**src/rtl/mult_div_unit_pkg.sv**
```systemverilog
// Shared constants for the multiply/divide unit: MIPS funct codes,
// FSM state encodings and the operation selector.
package mult_div_unit_pkg;

  localparam logic [5:0] FUNCT_MULT = 6'h18;
  localparam logic [5:0] FUNCT_DIV  = 6'h1a;

  localparam logic [1:0] MD_IDLE = 2'd0;
  localparam logic [1:0] MD_RUN  = 2'd1;
  localparam logic [1:0] MD_FIX  = 2'd2;
  localparam logic [1:0] MD_DONE = 2'd3;

  typedef enum logic {
    OP_MUL = 1'b0,
    OP_DIV = 1'b1
  } md_op_t;

endpackage

```
**src/rtl/mult_div_unit_div_step.sv**
```systemverilog
// One restoring-division iteration on unsigned magnitudes.
// The remainder is always below the divisor, so its input needs only WIDTH bits.
module mult_div_unit_div_step #(
  parameter int WIDTH = 32
) (
  input  logic [WIDTH-1:0] rem,
  input  logic [WIDTH-1:0] quo,
  input  logic [WIDTH:0]   divisor,
  output logic [WIDTH:0]   rem_next,
  output logic [WIDTH-1:0] quo_next
);

  logic [WIDTH:0]   shifted;
  logic [WIDTH+1:0] diff;

  assign shifted = {rem, quo[WIDTH-1]};
  // Extra MSB of diff acts as the borrow: set means the trial subtract failed.
  assign diff     = {1'b0, shifted} - {1'b0, divisor};
  assign rem_next = diff[WIDTH+1] ? shifted : diff[WIDTH:0];
  assign quo_next = {quo[WIDTH-2:0], ~diff[WIDTH+1]};

endmodule

```
**src/rtl/mult_div_unit.sv**
```systemverilog
// Multi-cycle signed multiply (radix-2 Booth) / divide (restoring) unit.
// acc/q/mcand are shared: Booth uses {acc,q,q_m1}, divide uses acc=rem, q=quo, mcand=divisor.
module mult_div_unit
  import mult_div_unit_pkg::*;
#(
  parameter int WIDTH = 32,
  parameter int CNT_W = 6
) (
  input  logic             clk,
  input  logic             reset,
  input  logic             start_mult,
  input  logic             start_div,
  input  logic [WIDTH-1:0] a,
  input  logic [WIDTH-1:0] b,
  output logic             busy,
  output logic             done,
  output logic             div_zero,
  output logic [WIDTH-1:0] result_hi,
  output logic [WIDTH-1:0] result_lo
);

  logic [1:0]       state;
  md_op_t           op;
  logic [CNT_W-1:0] cnt;
  logic [WIDTH:0]   acc;
  logic [WIDTH-1:0] q;
  logic             q_m1;
  logic [WIDTH:0]   mcand;
  logic             sign_q;
  logic             sign_r;
  logic             dz;

  logic [WIDTH-1:0] abs_a;
  logic [WIDTH-1:0] abs_b;
  logic [WIDTH:0]   booth_sum;
  logic [WIDTH:0]   rem_next;
  logic [WIDTH-1:0] quo_next;

  // -2^(W-1) negates to itself, which is its correct unsigned magnitude.
  assign abs_a = a[WIDTH-1] ? -a : a;
  assign abs_b = b[WIDTH-1] ? -b : b;

  always_comb begin
    booth_sum = acc;
    case ({q[0], q_m1})
      2'b01:   booth_sum = acc + mcand;
      2'b10:   booth_sum = acc - mcand;
      default: booth_sum = acc;
    endcase
  end

  mult_div_unit_div_step #(.WIDTH(WIDTH)) u_div_step (
    .rem      (acc[WIDTH-1:0]),
    .quo      (q),
    .divisor  (mcand),
    .rem_next (rem_next),
    .quo_next (quo_next)
  );

  always_ff @(posedge clk or posedge reset) begin
    if (reset) begin
      state     <= MD_IDLE;
      op        <= OP_MUL;
      cnt       <= '0;
      acc       <= '0;
      q         <= '0;
      q_m1      <= 1'b0;
      mcand     <= '0;
      sign_q    <= 1'b0;
      sign_r    <= 1'b0;
      dz        <= 1'b0;
      result_hi <= '0;
      result_lo <= '0;
    end else begin
      case (state)
        MD_IDLE: begin
          if (start_mult) begin
            op    <= OP_MUL;
            acc   <= '0;
            q     <= b;
            q_m1  <= 1'b0;
            mcand <= {a[WIDTH-1], a};
            cnt   <= CNT_W'(WIDTH);
            state <= MD_RUN;
          end else if (start_div) begin
            if (b == '0) begin
              dz    <= 1'b1;
              state <= MD_DONE;
            end else begin
              op     <= OP_DIV;
              acc    <= '0;
              q      <= abs_a;
              q_m1   <= 1'b0;
              mcand  <= {1'b0, abs_b};
              sign_q <= a[WIDTH-1] ^ b[WIDTH-1];
              sign_r <= a[WIDTH-1];
              cnt    <= CNT_W'(WIDTH);
              state  <= MD_RUN;
            end
          end
        end
        MD_RUN: begin
          if (op == OP_MUL) begin
            acc  <= {booth_sum[WIDTH], booth_sum[WIDTH:1]};
            q    <= {booth_sum[0], q[WIDTH-1:1]};
            q_m1 <= q[0];
          end else begin
            acc <= rem_next;
            q   <= quo_next;
          end
          cnt <= cnt - CNT_W'(1);
          if (cnt == CNT_W'(1)) state <= MD_FIX;
        end
        MD_FIX: begin
          if (op == OP_MUL) begin
            result_hi <= acc[WIDTH-1:0];
            result_lo <= q;
          end else begin
            result_hi <= sign_r ? -acc[WIDTH-1:0] : acc[WIDTH-1:0];
            result_lo <= sign_q ? -q : q;
          end
          state <= MD_DONE;
        end
        MD_DONE: begin
          dz    <= 1'b0;
          state <= MD_IDLE;
        end
        default: state <= MD_IDLE;
      endcase
    end
  end

  assign busy     = (state == MD_RUN) || (state == MD_FIX);
  assign done     = (state == MD_DONE);
  assign div_zero = dz;

endmodule

```
**config.mk**
```make
export PLATFORM = sky130hd
export DESIGN_NAME = mult_div_unit
export DESIGN_NICKNAME = d
export VERILOG_FILES = /design/src/rtl/mult_div_unit_pkg.sv /design/src/rtl/mult_div_unit_div_step.sv /design/src/rtl/mult_div_unit.sv
export SDC_FILE = /design/constraint.sdc
export NUM_CORES = 1
export LEC_CHECK = 0
export CAP_MARGIN = 20
export CORE_MARGIN = 3
export CORE_UTILIZATION = 40
export DETAILED_ROUTE_END_ITERATION = 6
export DONT_BUFFER_PORTS = 1
export PLACE_DENSITY = 0.53
export SETUP_SLACK_MARGIN = 0.1
export SLEW_MARGIN = 20
export SYNTH_ARGS = -nofsm -noshare
export SYNTH_HDL_FRONTEND = slang
export SYNTH_SLANG_ARGS = --single-unit
export TNS_END_PERCENT = 5
```
**constraint.sdc**
```tcl
create_clock -name clk -period 6.8 [get_ports clk]
set_clock_uncertainty 0.05 [all_clocks]
set_input_delay 1.36 -clock clk [delete_from_list [all_inputs] [get_ports clk]]
set_output_delay 1.36 -clock clk [all_outputs]
set_load 0.005 [all_outputs]
```
After elaboration in Yosys (flattened, before gate mapping). Index checks and enable logic that the tools add are counted.

Flip-flop bits (word level): 175.

Add/subtract/negate cells: 8. Equal/unequal tests: 14. Mux-type cells: 42. Bitwise operators: 4. Reduce and logical (&&, ||, !) cells: 12.

Operators with widths (number): 32-bit two-way mux (10); 33-bit two-way mux (8); 33-bit case mux with 2 select lines (2); 32-bit negation (4); 32-bit case mux with 2 select lines (1); 33-bit by 33-bit subtractor with 34-bit output (1); 33-bit adder (1); 33-bit subtractor (1); 32-bit zero test (1); 6-bit two-way mux (3); 2-bit inequality test (second input constant) (6); 6-bit case mux with 2 select lines (1); 4-bit AND reduction (3); 1-bit two-way mux (10); 2-bit two-way mux (4); 2-bit case mux with 4 select lines (1); 2-bit equality test (second input constant) (3); 6-bit by 1-bit equality test with 1-bit output (second input constant) (1); 3-bit inequality test (second input constant) (2); 3-bit AND reduction (2); 2-bit nonzero test (3); 6-bit by 1-bit subtractor with 6-bit output (second input constant) (1); 2-bit by 1-bit equality test with 1-bit output (second input constant) (2); 1-bit case mux with 2 select lines (2); 5 further kinds (7).

Depth between registers and ports, before layout. Gate-level depths: netlist (run 1).

Word-level depth: 6. Mapped depth: 17. Gate-level depth less buffers: 17.

Hierarchy. A second synthesis (run 1) with hierarchy kept.

Cell total of the unflattened synthesis: 2055. Area, all modules: 15653.8 um^2.

By module, submodules not included: mult_div_unit (instances 1, cells an instance 1694, area each 13166.4 um^2, seq. area each 4379.2 um^2); mult_div_unit_div_step (instances 1, cells an instance 361, area each 2487.4 um^2, seq. area each 0.0 um^2).

Worst setup path before layout (run 1). No wires, ideal clock.

Kind: input to register. Start: input b[16]. End: register acc[16]. Setup time: 126 ps. Arrival time: 4189 ps. Data required time: 6624 ps. Path slack: 2435 ps. Cell stages on the path: 10. Cell sequence: or4_4 -> or4b_1 -> or4_1 -> buf_2 -> o31ai_4 -> nand2_2 -> nand2_4 -> nor2_1 -> buf_2 -> a221o_1.

Cells in the longest elaborated chain, start to end: 3.

Ends and longest elaborated chain: start: declaration (RTL line mult_div_unit.sv:14) `input logic [WIDTH-1:0] b,`; 32-bit zero test (RTL line mult_div_unit.sv:86) `if (b == '0) begin`; 3-bit inequality test (no source line); 3-bit AND reduction (no source line); end signal: assignment (RTL line mult_div_unit.sv:104) `acc <= {booth_sum[WIDTH], booth_sum[WIDTH:1]};`; end signal: assignment (RTL line mult_div_unit.sv:108) `acc <= rem_next;`; end: declaration (RTL line mult_div_unit.sv:25) `logic [WIDTH:0] acc;`.

Every way passes these cells. A chain may end at the register's enable or synchronous reset.

Worst setup path in the final report (run 1).
Start: register mcand[2]. End: register acc[31].

Cells in the longest elaborated chain, start to end: 4. Elaborated cells on any way between the ends: 7.

Ends and longest elaborated chain: start: declaration (RTL line mult_div_unit.sv:28) `logic [WIDTH:0] mcand;`; start signal: assignment (RTL line mult_div_unit.sv:82) `mcand <= {a[WIDTH-1], a};`; start signal: assignment (RTL line mult_div_unit.sv:94) `mcand <= {1'b0, abs_b};`; 33-bit subtractor, or another cell as far along (RTL line mult_div_unit.sv:47) `2'b10: booth_sum = acc - mcand;`; 33-bit case mux with 2 select lines / 33-bit two-way mux (equally long branches) (RTL line mult_div_unit.sv:45, mult_div_unit_div_step.sv:19); 33-bit two-way mux (*) (RTL line mult_div_unit.sv:103) `if (op == OP_MUL) begin`; 33-bit case mux with 2 select lines (*) (RTL line mult_div_unit.sv:75) `case (state)`.

Every way passes the cells marked *; elsewhere a longest branch is shown, timed or not.

==> flow_metrics.tcl, run 1 <==
set metrics [dict create \
    reg2reg_depth 17 \
    multi_input_comb_area_sq_um 10200 \
    cts.htree.levels 4 \
    arrival_ns 5.33 \
    slew_headroom 0.336 \
    holdPathEnd "cnt[1]" \
    ctsRootBufferMaster "clkbuf_16" \
    synth_edf_count 0 \
    async_flop_share 1.00 \
    ys_top_cells_by_count "a21oi_1 (227), nor2_1 (218), nand2_1 (187)" \
    ys_seq_elements 175 \
    synth.area.top_cells "dfrtp_1 (29%), a21oi_1 (7.4%), ha_1 (6.3%), xnor2_1 (6.0%), o21ai_0 (5.7%)" \
    synth_top_family_by_area "compound AO/OA/AOI/OAI gates" \
    drc 0 \
    dr.pass1.iters 5 \
    hpwl_mm 39.7 \
    nets 2022 \
    hold_buffers 0 \
    clk_latency_ns 0.45 \
    synth_top_area_frac 0.287 \
    synth_area_sq_um 15300 \
    setup_viol 0 \
    min_from "cnt[1]" \
    grt_pass1_vias 13400 \
    grt_pass1_wl_mm 80.7 \
    synthXorXnorAreaFrac 0.114 \
    setup.worst_path.end_class "flip-flop" \
    ys_seq_area_frac 0.287 \
    synth_nets 2104 \
    avgSynthCellArea_sq_um 7.79 \
    io_pins 135 \
    holdCritPathClass "reg2reg" \
    synth_compound_area_frac 0.263 \
    antenna_found_initial 0 \
    rr_startpoint "mcand[2]" \
    regArea_sq_um 4380 \
    yosysUniqueCellTypes 75 \
    power-per-cell-area_nw_per_um2 619 \
    fillers 3826 \
    fp.dieH_um 201 \
    core_area_sq_um 37100 \
    p_leak_nw 6.67 \
    ant_nets 0 \
    drt-initial-drc-count 1335 \
    numClockSinks 175 \
    min_period_over_period 0.739 \
    routed_wl_mm 51.9 \
    clock.fmax_mhz 199 \
    routedWlPerCell_um 21.7 \
    synthSimpleGateAreaFrac 0.181 \
    wl_met1_mm 25.2 \
    cts_tree "built" \
    drive_gt1_frac 0.0456 \
    min_period_ns 5.02 \
    fp-row-count 70 \
    crit_type "reg2reg" \
    start_kind "flip-flop" \
    rsz0062_at_grt "no" \
    postCtsSetupBuffers 0 \
    die_area_sq_um 40500 \
    wl_met3_mm 4.19 \
    synthAdderAreaFrac 0.0658 \
    rr_endpoint "acc[31]" \
    wl_met2_mm 21.7 \
    numCtsBuffers 17 \
    cp.required_ns 7.11 \
    synth_flop_cell "dfrtp_1" \
    hold_depth 2 \
    final.setup.worst_slack_ns 1.78 \
    pre_cts_ws_ns 1.59 \
    outcome "finished clean" \
    reg2reg_slack_ns 1.78 \
    power_w 0.0100 \
    synth_largest_area_cell "dfrtp_1" \
    track_usage 0.252 \
    path_clk_slew_ns 0.07 \
    grt_max_degree 128 \
    finalHoldViolations 0 \
    max_cap_violations 0 \
    vias 14200 \
    highest_layer "met4" \
    setup_tns_ns 0 \
    io_buffers 0 \
    grt-ovfl-total 0 \
    place_congestion 0.939 \
    tightestPinTransition_ns 0.996 \
    cts_resized 0 \
    vias_per_cell 5.93 \
    ys_warn_count 0 \
    critPathMaxFanout 6 \
    area_delta_synth_final_pct 6.02 \
    final_max_slew_viol_count 0 \
    yosysMostFrequentCell "a21oi_1" \
    syn_inst 1957 \
    clockBufferDepth 2 \
    die_x_um 201 \
    diodes 0 \
    peakVddDrop_mv 0.243 \
    start_util 0.411 \
    synth.area.mux_share 0.0405 \
]
[how the worst max path moves through the flow]
stage,slack [ns],from,endpoint
floorplan,0.64,reset,acc[0]
global placement,1.62,b[16],acc[20]
detailed placement,1.59,b[16],acc[20]
CTS,1.91,mcand[2],acc[31]
global route,1.37,mcand[2],acc[31]
finish,1.78,mcand[2],acc[31]
[critical path, stage by stage (launching register included)]
cell and delay (ns):
dfrtp_1 0.42, nor3_1 0.44, nand2_1 0.13, nor3b_1 0.62, a31oi_1 0.23, nor2_1 0.43, o21ai_0 0.20, xnor2_1 0.17
ha_1 0.36, and3_1 0.20, nand2_1 0.07, or2_2 0.29, a211oi_1 0.36, o31ai_1 0.14, a21oi_1 0.20, mux2i_1 0.27
nand3_1 0.17, o211ai_1 0.16
[report_power, final]
part / internal, W / switching, W / leakage, nW / total (W)
combinational: 0.00265 / 0.00403 / 4.24 / 0.00667
clock: 0.000527 / 0.000465 / 0.278 / 0.000992
sequential: 0.00153 / 0.000820 / 2.14 / 0.00235
total: 0.00471 / 0.00531 / 6.67 / 0.0100
[layout by cell type (no fill, tap or decap), types with 14 or more instances in the layout]
cell | Yosys | routed
o21ai_0 | 175 | 175
mux2i_1 | 46 | 46
a211oi_1 | 14 | 14
or3_1 | 16 | 16
mux2_2 | 14 | 14
dfrtp_1 | 175 | 174
o211ai_1 | 32 | 32
buf_4 | 3 | 20
xor2_1 | 94 | 94
o31ai_1 | 25 | 24
nand2_1 | 187 | 187
a32o_1 | 14 | 14
nor3_1 | 33 | 33
nor2_1 | 218 | 217
ha_1 | 77 | 76
or4_1 | 14 | 14
a31oi_1 | 24 | 24
a21oi_1 | 227 | 226
o41ai_1 | 15 | 15
nand2b_1 | 20 | 20
a21o_1 | 31 | 31
inv_1 | 65 | 64
clkbuf_16 | 0 | 17
xnor2_1 | 105 | 105
o21a_1 | 15 | 15
nand3_1 | 29 | 29
[metrics by stage]
step                cell area (sq um)  hold WS [ns]  cells  utilization
floorplan                       15300         0.414   1957            -
global placement                15600         0.435   2359        0.419
detailed placement              15600         0.437   2360        0.420
CTS                             16200         0.452   2392        0.435
global route                    16200         0.466   2392        0.435
finish                          16200         0.454   2392        0.435
[state kept, by name (all words and copies together), names as in the netlist]
register   flops
mcand         33
op             1
q_m1           1
div_zero       1
state          2
sign_r         1
acc           33
sign_q         1
result_hi     32
q             32
result_lo     32
cnt            6
[final cells by class]
cell class	instances	share of cell area
well taps	504	0.0390
clock buffers	20	0.0282
repair buffers	21	0.0110
inverters	65	0.0154
clock inverters	12	0.00665
flip-flops and latches	175	0.271
multi-input cells	1595	0.629
[kinds of logic after synthesis]
logic type,count (synthesis)
AO/OA/AOI/OAI,654
XOR/XNOR,199
adder cells (fa/ha/maj),79
buffers and inverters,187
flip-flops,175
multiplexers,60
AND/OR/NAND/NOR,603
[layer usage]
metal | up-vias | track usage
met1 | 6774 | 0.381
met2 | 515 | 0.371
met3 | 52 | 0.0472
li1 | 6855 | -
met4 | 0 | 0.0551
met5 | - | 0
(Power assumes the default switching activity.)
==> inputs of run 2 (changes only) <==
--- a/config.mk
+++ b/config.mk
@@ -10,7 +10,7 @@
 export CORE_UTILIZATION = 40
 export DETAILED_ROUTE_END_ITERATION = 6
 export DONT_BUFFER_PORTS = 1
-export PLACE_DENSITY = 0.53
+export PLACE_DENSITY = 0.55
 export SETUP_SLACK_MARGIN = 0.1
 export SLEW_MARGIN = 20
 export SYNTH_ARGS = -nofsm -noshare
==> constraint.sdc (replaced) <==
create_clock -name clk -period 4.4 [get_ports clk]
set_clock_uncertainty 0.05 [all_clocks]
set_input_delay 0.88 -clock clk [delete_from_list [all_inputs] [get_ports clk]]
set_output_delay 0.88 -clock clk [all_outputs]
set_load 0.005 [all_outputs]
==> run 2 against run 1 <==
  * Hold slack lost 0.074 ns
  * Wire length grew 2.5%
  * Critical path depth shrank 5
  * Combinational power grew 66%
  * Largest cell class unchanged
  * Fmax grew 21%
  * Design area grew 3.8%
  * Cell count grew 2.8%
==> flow_metrics.tcl, run 2 (same netlist as run 1, synthesis figures left out) <==
set metrics [dict create \
    io_pins 135 \
    ctsRootBufferMaster "clkbuf_16" \
    p_leak_nw 7.03 \
    setup_viol 0 \
    vias_per_cell 5.93 \
    postCtsSetupBuffers 0 \
    vias 14600 \
    io_buffers 0 \
    start_kind "flip-flop" \
    fillers 3794 \
    slowest_delay_ns 0.55 \
    drt-initial-drc-count 1410 \
    worstPathCellList "buf_4 -> inv_1 -> ha_1 -> nand4_1 -> or3_1 -> o21ai_0 -> a41oi_1 -> o31ai_2 -> buf_4 -> nand2_1 -> a31oi_1 -> a32o_1" \
    max_cap_violations 0 \
    slew_headroom 0.341 \
    min_period_over_period 0.944 \
    tightestPinTransition_ns 0.985 \
    fp-row-count 70 \
    critPathMaxFanout 16 \
    area_delta_synth_final_pct 10.0 \
    slowest_stage "o31ai_2" \
    numCtsBuffers 17 \
    worst-path-buf-inv 3 \
    final_cell_mix "a21oi_1 (227), nor2_1 (217), nand2_1 (187), o21ai_0 (175), dfrtp_1 (174)" \
    reg_top3 "acc: 33 flops, mcand: 33 flops" \
    hpwl_mm 41.2 \
    setup_tns_ns 0 \
    peakVddDrop_mv 0.340 \
    cts_tree "built" \
    numClockSinks 175 \
    routed_wl_mm 53.2 \
    finalHoldViolations 0 \
    dr.pass1.iters 5 \
    holdCritPathClass "in2async" \
    grt_pass1_wl_mm 82.1 \
    final.setup.worst_slack_ns 0.245 \
    placed_area_sq_um 16100 \
    routedWlPerCell_um 21.6 \
    crit_type "reg2reg" \
    setup.worst_path.end_class "flip-flop" \
    path_clk_slew_ns 0.07 \
    cp.depth 12 \
    cpMostUsedCell "buf_4" \
    layout_commonest_cell "a21oi_1" \
    final_max_slew_viol_count 0 \
    track_usage 0.257 \
    regArea_sq_um 4380 \
    drive_gt1_frac 0.0818 \
    reg2reg_depth 12 \
    grt_pass1_vias 13700 \
    arrival_ns 4.49 \
    rsz0062_at_grt "yes" \
    cp.required_ns 4.73 \
    pre_cts_ws_ns 0.126 \
    ant_nets 0 \
    core_area_sq_um 37100 \
    place_congestion 0.950 \
    diodes 0 \
    multi_input_comb_area_sq_um 10200 \
    clock.fmax_mhz 241 \
    min_period_ns 4.16 \
    nets 2090 \
    whs_ns 0.380 \
    clk_latency_ns 0.45 \
    antenna_found_initial 0 \
    start_util 0.411 \
    final_cells 2460 \
    die_area_sq_um 40500 \
    power-per-cell-area_nw_per_um2 957 \
    outcome "finished clean" \
    postLayoutCellArea_sq_um 16800 \
    clockBufferDepth 2 \
    fp.dieH_um 201 \
    path_delay_family "compound AO/OA/AOI/OAI gates" \
    drc 0 \
    grt_max_degree 128 \
    placedCellCount 2428 \
    die_x_um 201 \
    cts.htree.levels 4 \
    grt-ovfl-total 0 \
]
[run 2: changes by cell type in the layout (fill, tap and decap cells not counted), sizes merged]
| cell | before | now |
|---|---|---|
| buf | 21 | 89 |
| inv | 68 | 72 |
| clkbuf | 20 | 18 |
| clkinvlp | 2 | 3 |
| clkinv | 6 | 3 |
[run 2: final timing paths]
path                            startpoint             to  slack, ns
worst max-delay path              mcand[9]         acc[8]       0.24
worst min-delay path                 reset  result_lo[17]       0.38
worst max register to register    mcand[9]         acc[8]       0.24
worst min register to register      cnt[4]         cnt[4]       0.46
max in group asynchronous            reset             op       3.38
min in group clk                    cnt[4]         cnt[4]       0.46
[run 2: repair_timing]
| item | 4_1_cts | 5_1_grt |
|---|---|---|
| hold buffers | 0 | 0 |
| pin swaps | 0 | 1 |
| endpoints found under the setup margin | 1 | 11 |
| gates resized for setup | 1 | 8 |
[run 2: worst register-to-register path: stages, from the launching register on]
cell and delay [ns]:
dfrtp_1 0.35, buf_4 0.15, inv_1 0.10, ha_1 0.44, nand4_1 0.14, or3_1 0.44
o21ai_0 0.49, a41oi_1 0.39, o31ai_2 0.55, buf_4 0.38, nand2_1 0.12, a31oi_1 0.26
a32o_1 0.22
[run 2: power by group]
part	internal, W	switching (W)
logic	0.00451	0.00663
clock network	0.000829	0.000773
registers	0.00237	0.000946
[run 2: per-stage QoR]
stage,power [W],utilization
2_1_floorplan,0.0110,-
3_3_place_gp,0.0142,0.435
3_5_place_dp,0.0143,0.435
4_1_cts,0.0160,0.451
5_1_grt,0.0174,0.452
6_report,0.0161,0.452
[run 2: routing by layer]
metal  vias up  routed length, um  GRT usage
met2       536              22700      0.385
met4         0                773     0.0486
met5         -                  0          0
met3        44               3960     0.0492
met1      7023              25700      0.387
li1       6996                  -          -
[run 2: final cells by class]
class                      count  area share
sequential                   175       0.261
timing repair buffer          89      0.0428
tap                          504      0.0376
clock buffer                  18      0.0262
inverter                      65      0.0148
multi-input combinational   1595       0.608
clock inverter                14     0.00992
==> inputs of run 3 (changes only) <==
==> constraint.sdc (replaced) <==
create_clock -name clk -period 3.7 [get_ports clk]
set_clock_uncertainty 0.05 [all_clocks]
set_input_delay 0.74 -clock clk [delete_from_list [all_inputs] [get_ports clk]]
set_output_delay 0.74 -clock clk [all_outputs]
set_load 0.005 [all_outputs]
==> run 3 against run 2 <==
  * The run now ends with negative setup slack left
  * Design area grew 8.1%
  * Combinational power is 38% higher
  * Hold slack lost 0.28 ns
  * Utilization grew 3.7 points
  * Total power grew 32%
  * Critical path depth is 5 higher
  * Critical path type unchanged
  * Largest cell class unchanged
  * Largest power group unchanged
==> flow_metrics.tcl, run 3 (same netlist as run 1, synthesis figures left out) <==
set metrics [dict create \
    drt-initial-drc-count 1351 \
    cts.htree.levels 4 \
    nets 2230 \
    p_leak_nw 7.77 \
    whs_ns 0.0965 \
    peakVddDrop_mv 0.482 \
    final_max_slew_viol_count 0 \
    wl_met1_mm 25.9 \
    antenna_found_initial 0 \
    area_delta_synth_final_pct 18.9 \
    place_congestion 0.937 \
    drive_gt1_frac 0.166 \
    drc 0 \
    grt-ovfl-total 0 \
    start_kind "flip-flop" \
    grt_pass1_vias 14500 \
    clockBufferDepth 2 \
    fillers 3697 \
    wl_met2_mm 22.8 \
    diodes 0 \
    die_x_um 201 \
    vias 15100 \
    numCtsBuffers 17 \
    track_usage 0.265 \
    critPathMaxFanout 3 \
    wl_met3_mm 4.03 \
    reg2reg_depth 17 \
    highest_layer "met4" \
    hold_buffers 0 \
    io_pins 135 \
    holdCritPathClass "in2async" \
    violations "negative setup slack" \
    finalHoldViolations 0 \
    slew_headroom 0.488 \
    setup_viol 4 \
    reg_top3 "acc: 33 flops, mcand: 33 flops" \
    cp.required_ns 4.01 \
    final.setup.worst_slack_ns -0.102 \
    max_cap_violations 0 \
    layout_commonest_cell "buf_4" \
    dr.pass1.iters 5 \
    setup.worst_path.end_class "flip-flop" \
    fp.dieH_um 201 \
    outcome "complete, but fails checks" \
    fp-row-count 70 \
    rsz0062_at_grt "yes" \
    die_area_sq_um 40500 \
    path_clk_slew_ns 0.07 \
    power_w 0.0212 \
    arrival_ns 4.12 \
    grt_max_degree 128 \
    cts_tree "built" \
    min_period_over_period 1.03 \
    min_period_ns 3.80 \
    vias_per_cell 5.81 \
    io_buffers 0 \
    start_util 0.411 \
    routed_wl_mm 54.0 \
    numClockSinks 175 \
    crit_type "reg2reg" \
    ctsRootBufferMaster "clkbuf_16" \
    clk_latency_ns 0.46 \
    final_cell_mix "buf_4 (220), a21oi_1 (216), nor2_1 (212), nand2_1 (186), dfrtp_1 (173)" \
    clock.fmax_mhz 263 \
    reg2reg_slack_ns -0.10 \
    ant_nets 0 \
    routedWlPerCell_um 20.8 \
    hpwl_mm 42.4 \
    power-per-cell-area_nw_per_um2 1170 \
    grt_pass1_wl_mm 85.5 \
    tightestPinTransition_ns 0.758 \
    core_area_sq_um 37100 \
]
run 3: changes by cell type in the layout (fill, tap and decap cells not counted), sizes merged:
| cell | before | now |
|---|---|---|
| clkinvlp | 3 | 1 |
| bufinv | 1 | 3 |
| inv | 72 | 70 |
| clkbuf | 18 | 19 |
| buf | 89 | 229 |
run 3: path summary, 6_finish.rpt:
kind,from,to
min in group clk,a[31],sign_r
worst max register to register,mcand[9],acc[31]
worst min register to register,cnt[4],cnt[4]
worst max-delay path,mcand[9],acc[31]
max in group asynchronous,reset,mcand[5]
worst min-delay path,reset,result_lo[17]
run 3: layout make-up:
class                   count  area (sq um)  area share
multi-input cells        1595         10400       0.576
inverters                  65           248      0.0137
clock inverters            12           173     0.00952
flip-flops and latches    175          4380       0.242
clock buffers              19           453      0.0250
well taps                 504           631      0.0348
repair buffers            229          1810       0.100
run 3: where the power goes:
| part | internal (W) | total, W | switching (W) |
|---|---|---|---|
| logic | 0.00679 | 0.0153 | 0.00847 |
| clock network | 0.00112 | 0.00198 | 0.000859 |
| registers | 0.00283 | 0.00393 | 0.00110 |
run 3: critical path, cell delays in order (launching register included):
cell	delay, ns
dfrtp_1	0.39
nor4_2	0.28
buf_4	0.18
nand4_1	0.16
nor4b_2	0.33
buf_4	0.19
nor2_4	0.04
xnor2_2	0.13
ha_1	0.30
and3_4	0.20
nand2_4	0.05
or2_4	0.25
a211oi_4	0.31
o31ai_2	0.12
a21oi_2	0.15
mux2i_1	0.25
nand3_1	0.19
o211ai_1	0.13
run 3: timing repair:
action,in CTS,in global routing
setup buffers,1,1
setup endpoints to repair,20,41
gates resized for setup,42,35
pin swaps,22,23
gates cloned,0,0
run 3: metal layers:
layer | up-vias | global-route usage
li1 | 7264 | -
met1 | 7234 | 0.399
met2 | 523 | 0.387
met3 | 71 | 0.0506
met4 | 0 | 0.0725
met5 | - | 0
run 3: per-stage QoR:
step | area, sq um | TNS (ns) | utilization | cells | setup slack (ns)
3_5_place_dp | 17200 | -17.82 | 0.464 | 2566 | -0.435
2_1_floorplan | 15300 | -1.86 | - | 1957 | -0.359
5_1_grt | 18100 | -2.30 | 0.489 | 2599 | -0.280
4_1_cts | 18000 | -0.223 | 0.485 | 2598 | -0.0837
3_3_place_gp | 17200 | -16.81 | 0.464 | 2566 | -0.401
6_report | 18100 | -0.297 | 0.489 | 2599 | -0.102
==> RTL change 1: new RTL, config.mk and constraints of run 2 <==
Register the inputs `start_mult`, `start_div`, `a` and `b` before use, without a reset. The logic sees them one clock later.
--- a/src/rtl/mult_div_unit.sv
+++ b/src/rtl/mult_div_unit.sv
@@ -20,4 +20,16 @@
 );
 
+  logic start_mult_q;
+  logic start_div_q;
+  logic [WIDTH-1:0] a_q;
+  logic [WIDTH-1:0] b_q;
+
+  always_ff @(posedge clk) begin
+    start_mult_q <= start_mult;
+    start_div_q  <= start_div;
+    a_q          <= a;
+    b_q          <= b;
+  end
+
   logic [1:0]       state;
   md_op_t           op;
@@ -38,6 +50,6 @@
 
   // -2^(W-1) negates to itself, which is its correct unsigned magnitude.
-  assign abs_a = a[WIDTH-1] ? -a : a;
-  assign abs_b = b[WIDTH-1] ? -b : b;
+  assign abs_a = a_q[WIDTH-1] ? -a_q : a_q;
+  assign abs_b = b_q[WIDTH-1] ? -b_q : b_q;
 
   always_comb begin
@@ -75,14 +87,14 @@
       case (state)
         MD_IDLE: begin
-          if (start_mult) begin
+          if (start_mult_q) begin
             op    <= OP_MUL;
             acc   <= '0;
-            q     <= b;
+            q     <= b_q;
             q_m1  <= 1'b0;
-            mcand <= {a[WIDTH-1], a};
+            mcand <= {a_q[WIDTH-1], a_q};
             cnt   <= CNT_W'(WIDTH);
             state <= MD_RUN;
-          end else if (start_div) begin
-            if (b == '0) begin
+          end else if (start_div_q) begin
+            if (b_q == '0) begin
               dz    <= 1'b1;
               state <= MD_DONE;
@@ -93,6 +105,6 @@
               q_m1   <= 1'b0;
               mcand  <= {1'b0, abs_b};
-              sign_q <= a[WIDTH-1] ^ b[WIDTH-1];
-              sign_r <= a[WIDTH-1];
+              sign_q <= a_q[WIDTH-1] ^ b_q[WIDTH-1];
+              sign_r <= a_q[WIDTH-1];
               cnt    <= CNT_W'(WIDTH);
               state  <= MD_RUN;
Check against the original RTL: not equivalent (a bounded check fails within 4 cycles, from zero or initial values and one cycle with reset high).
==> RTL change 1 against run 2 <==
  * Sequential power rose by 22%
  * Sequential cell count rose by 66
  * Final area rose by 9.8%
  * Setup slack improved by 0.13 ns
  * Combinational power barely moved
  * Die area rose by 8.8%
  * Power rose by 9.4%
  * Final cell count rose by 4.3%
  * Maximum frequency rose by 3.2%
  * Routed wire length rose by 1.1%
  * Area after synthesis rose by 9.1%
  * Critical path type unchanged
  * Largest cell class unchanged
==> RTL change 1: results (changes against run 2) <==
[run_status]
status = finished clean

[clock_tree]
numClockSinks = 241  ; +38%
post_cts_resize_count = 0  ; -1

[routing]
vias_per_cell = 5.74  ; -3.3%
dr.pass1.iters = 6  ; +1
drtIter0Drc = 1049  ; -26%
met3_length_um = 2680  ; -32%
wl_met2_um = 24700  ; +8.8%
wl_per_cell_um = 21.0  ; -3.1%
met1Wirelength_um = 24300  ; -5.6%
highest_layer = met5

[final_layout]
drive_gt1_frac = 0.0876  ; +0.00576
clkbuf_count = 36  ; +18
finish.net_count = 2159  ; +3.3%
num-nonclk-inverters = 71  ; +9.2%
antenna_cells = 1  ; +1
clockNetworkAreaShare = 0.0522  ; +0.0161
final-nonclk-buf-share = 0.0277  ; -0.0151
nFillCells = 4039  ; +6.5%
buffers_excl_clock = 63  ; -29%

[synthesis]
synthTopCellsByArea = dfrtp_1 26%, dfxtp_1 7.9%, a21oi_1 7.4%
synth_common_cells = 246 x a21oi_1, 206 x nor2_1, 200 x nand2_1
seq_area_frac_synth = 0.343  ; +0.0555
syn_area_per_cell_um2 = 8.18  ; +5.0%
synthAdderAreaFrac = 0.0603  ; -0.00549
synthMuxAreaShare = 0.0362  ; -0.00428

[worst_setup_path]
startpoint = mcand[1]
rrSetupSlack_ns = 0.37  ; +0.13 ns
cp.arrival_ns = 4.46  ; -0.03 ns
regToRegEndpoint = acc[30]
critPathMaxFanout = 6  ; -10
rr_worst_depth = 16  ; +4

[power_and_ir_drop]
intPower_mw = 8.96  ; +16%
ir_drop_v = 0.000367  ; +7.9%
p_leak_nw = 7.77  ; +11%
power_frac_comb = 0.631  ; -0.063

[placement]
globalplace.congestion = 0.939  ; -1.2%
hpwl_um = 41900  ; +1.6%

[grt]
antenna_found_initial = 2  ; +2
grt_max_degree = 105  ; -18%
grt_pass1_wl_um = 83800  ; +2.0%
met3_usage = 0.0314  ; -0.0178
met2_usage = 0.386  ; +0.00137
first_global_vias = 14000  ; +2.6%
grtUsageTotal = 0.240  ; -0.0170
met1_usage = 0.335  ; -0.0516

[sta]
hold_ws_ns = 0.163  ; -0.217 ns
worst_pin_slew_ns = 0.961  ; -0.0239 ns

[RTL change 1: cell types whose count changed in the layout (fill, tap and decap cells not counted), moves of 10 or more]
cell,change
dfxtp_1,+65
buf_4,-25
a21oi_1,+17
o31ai_1,+14
clkbuf_16,+12
nand2_1,+12
nor2_1,-11
nand3_1,-10
xor2_1,+10
[RTL change 1: critical path, stage by stage (launching register included)]
cell and delay [ns]:
dfrtp_1 0.42, inv_1 0.09, ha_1 0.21, and3_1 0.20, nor3b_2 0.18, a31o_2 0.31
xnor2_1 0.15, ha_1 0.35, a21o_1 0.21, o21bai_1 0.17, a221oi_2 0.31, o21a_1 0.21
a21oi_2 0.09, o21bai_1 0.15, mux2_2 0.36, o221a_2 0.29, a221oi_1 0.20
[RTL change 1: metrics by stage]
stage                     cells  setup WS (ns)  instance area (µm²)
after floorplan            2033          0.554                16600
after global placement     2513          0.205                17400
after detailed placement   2513          0.120                17400
after CTS                  2565          0.115                18400
after global routing       2565         0.0948                18400
final                      2566          0.373                18400
==> RTL change 2: new RTL, config.mk and constraints of run 2 <==
Made on the original files. `CNT_W`: 6 -> 12.
--- a/src/rtl/mult_div_unit.sv
+++ b/src/rtl/mult_div_unit.sv
@@ -5,5 +5,5 @@
 #(
   parameter int WIDTH = 32,
-  parameter int CNT_W = 6
+  parameter int CNT_W = 12
 ) (
   input  logic             clk,
Formal check against the unedited RTL: same outputs for any inputs over 4 cycles, from zero or initial values and one cycle with reset high; that may be too few to reach the edited logic, so the function may still have changed.
==> RTL change 2 against run 2 <==
  * Routed wire length down 2.1%
  * Power down 3.4%
  * Final area rose by 2.5%
  * Non-clock buffer count decreased by 14
  * Critical endpoint is now acc[26]
  * Setup slack better by 0.0020 ns
  * Critical path depth grew 4
  * Area after synthesis grew 2.7%
  * Die area rose by 2.6%
  * Count of clock-buffer cells in the layout grew 3
  * Final cell count increased by 1.9%
  * Largest cell class unchanged
  * Sequential cell count grew 6
  * Critical path type unchanged
  * Sequential power is 3% higher
  * First-iteration DRC count is 13% lower
==> RTL change 2: results (changes against run 2) <==
[run_status]
status = finished clean

[placement]
dp_slack_ns = 0.130  ; +0.00371 ns
dpl_cell_area_mm2 = 0.0164  ; +1.6%
dp_cells = 2470  ; +1.7%
hpwl_um = 40700  ; -1.4%
io_buffers = 0  ; unchanged
globalplace.congestion = 0.962  ; +1.2%

[clock_tree]
clkTransAtPathRegs_ns = 0.07  ; about the same
cts-root-buf = clkbuf_16
clkLatencyLatePin_ns = 0.46
max-clock-path-buffers = 2  ; unchanged
cts_buffers = 17  ; unchanged
h-tree-depth = 4  ; unchanged

[synthesis]
synth_common_cells = 230 x nand2_1, 219 x a21oi_1, 203 x nor2_1
synth_flop_cell = dfrtp_1
syn-num-nets = 2161  ; +2.7%
synthTopCellsByArea = dfrtp_1 29%, a21oi_1 7.0%, ha_1 6.2%
seq_area_frac_synth = 0.289  ; +0.00216
syn_area_per_cell_um2 = 7.77  ; -0.25%
async_flop_share = 1.00  ; unchanged
ys.warnings.count = 0  ; unchanged
yosysUniqueCellTypes = 78  ; +4.0%

[routing]
dr.pass1.iters = 5  ; unchanged
vias = 14700  ; +0.53%
vias_per_cell = 5.86  ; -1.3%
drc = 0  ; unchanged
wl_um = 52100  ; -2.1%
drtIter0Drc = 1232  ; -13%

[final_layout]
drive_gt1_frac = 0.0847  ; +0.00291
antenna_cells = 0  ; unchanged
reg_top3 = acc: 33 flops, mcand: 33 flops
finish.net_count = 2130  ; +1.9%

[power_and_ir_drop]
p_leak_nw = 7.24  ; +3.0%
p_sw_mw = 8.04  ; -3.8%
ir_drop_v = 0.000412  ; +21%

[grt]
grtUsageTotal = 0.251  ; -0.00633
grt_pass1_wl_um = 81400  ; -0.88%
antenna_found_initial = 0  ; unchanged
first_global_vias = 13700  ; +0.42%
grt_max_degree = 137  ; +7.0%

[worst_setup_path]
critPathMaxFanout = 6  ; -10
cp.arrival_ns = 4.50  ; about the same

[hold_path]
hp-class = input pin to asynchronous set/reset pin

[sta]
slew_headroom = 0.482  ; +0.141
hold_viol_final = 0  ; unchanged

[RTL change 2: cell types whose count changed after synthesis, moves of 10 or more]
cell,delta
buf_2,+10
nor4_1,+12
o21ai_0,+11
o31ai_1,+10
nand2_1,+43
nor2_1,-15
[RTL change 2: routing by layer]
layer  global-route usage  part of all wire  up-vias  routed length, µm
li1                     -                 -     7153                  -
met1                0.375              0.49     7002              25300
met2                0.367              0.42      463              22000
met3               0.0535             0.073       58               3780
met4               0.0624             0.020        0               1050
met5                    0                 0        -                  0
[RTL change 2: kinds of logic after synthesis]
group | after synthesis | share of synthesized area
compound gates | 675 | 0.267
simple gates | 631 | 0.184
xor+xnor | 200 | 0.112
buf+inv | 197 | 0.0499
flops | 181 | 0.289
fa+ha+maj | 79 | 0.0641
mux | 51 | 0.0336
[RTL change 2: cell type report]
class                      count  area (µm²)
timing repair buffer          75         613
tap                          511         639
multi-input combinational   1636       10600
inverter                      72         274
clock buffer                  21         440
clock inverter                10         125
sequential                   181        4530
fill                        3795       20900
[RTL change 2: critical path: stages, from the launching register on]
cell and delay [ns]:
dfrtp_1 0.38, or3_4 0.39, or3_4 0.36, nor4_4 0.23
buf_4 0.19, a41oi_1 0.14, xnor2_1 0.16, ha_1 0.30
buf_4 0.14, nand4_1 0.15, nor3_1 0.30, a211o_1 0.21
a21oi_4 0.09, a211oi_2 0.23, mux2_2 0.37, a221oi_2 0.24
a22o_1 0.15
[RTL change 2: path summary, 6_finish.rpt]
kind | startpoint | endpoint | slack, ns | cells after the start
worst max-delay path | mcand[2] | acc[26] | 0.25 | 16
worst min-delay path | reset | result_lo[5] | 0.18 | 1
worst max register to register | mcand[2] | acc[26] | 0.25 | 16
worst min register to register | cnt[7] | cnt[7] | 0.43 | 1
max in group asynchronous | reset | mcand[0] | 3.09 | 2
min in group clk | cnt[7] | cnt[7] | 0.43 | 1
[RTL change 2: what timing repair did]
item,4_1_cts,5_1_grt
buffers inserted,0,5
pin swaps,0,17
endpoints found under the setup margin,2,13
resized for setup,2,42
[RTL change 2: power by group through the flow]
stage | Sequential [mW] | Combinational [mW] | Clock [mW]
detailed placement | 3.43 | 10.1 | 0
floorplan | 3.03 | 7.55 | 0
global route | 3.52 | 11.7 | 1.67
CTS | 3.40 | 10.2 | 1.60
finish | 3.41 | 10.5 | 1.57
global placement | 3.41 | 10.1 | 0
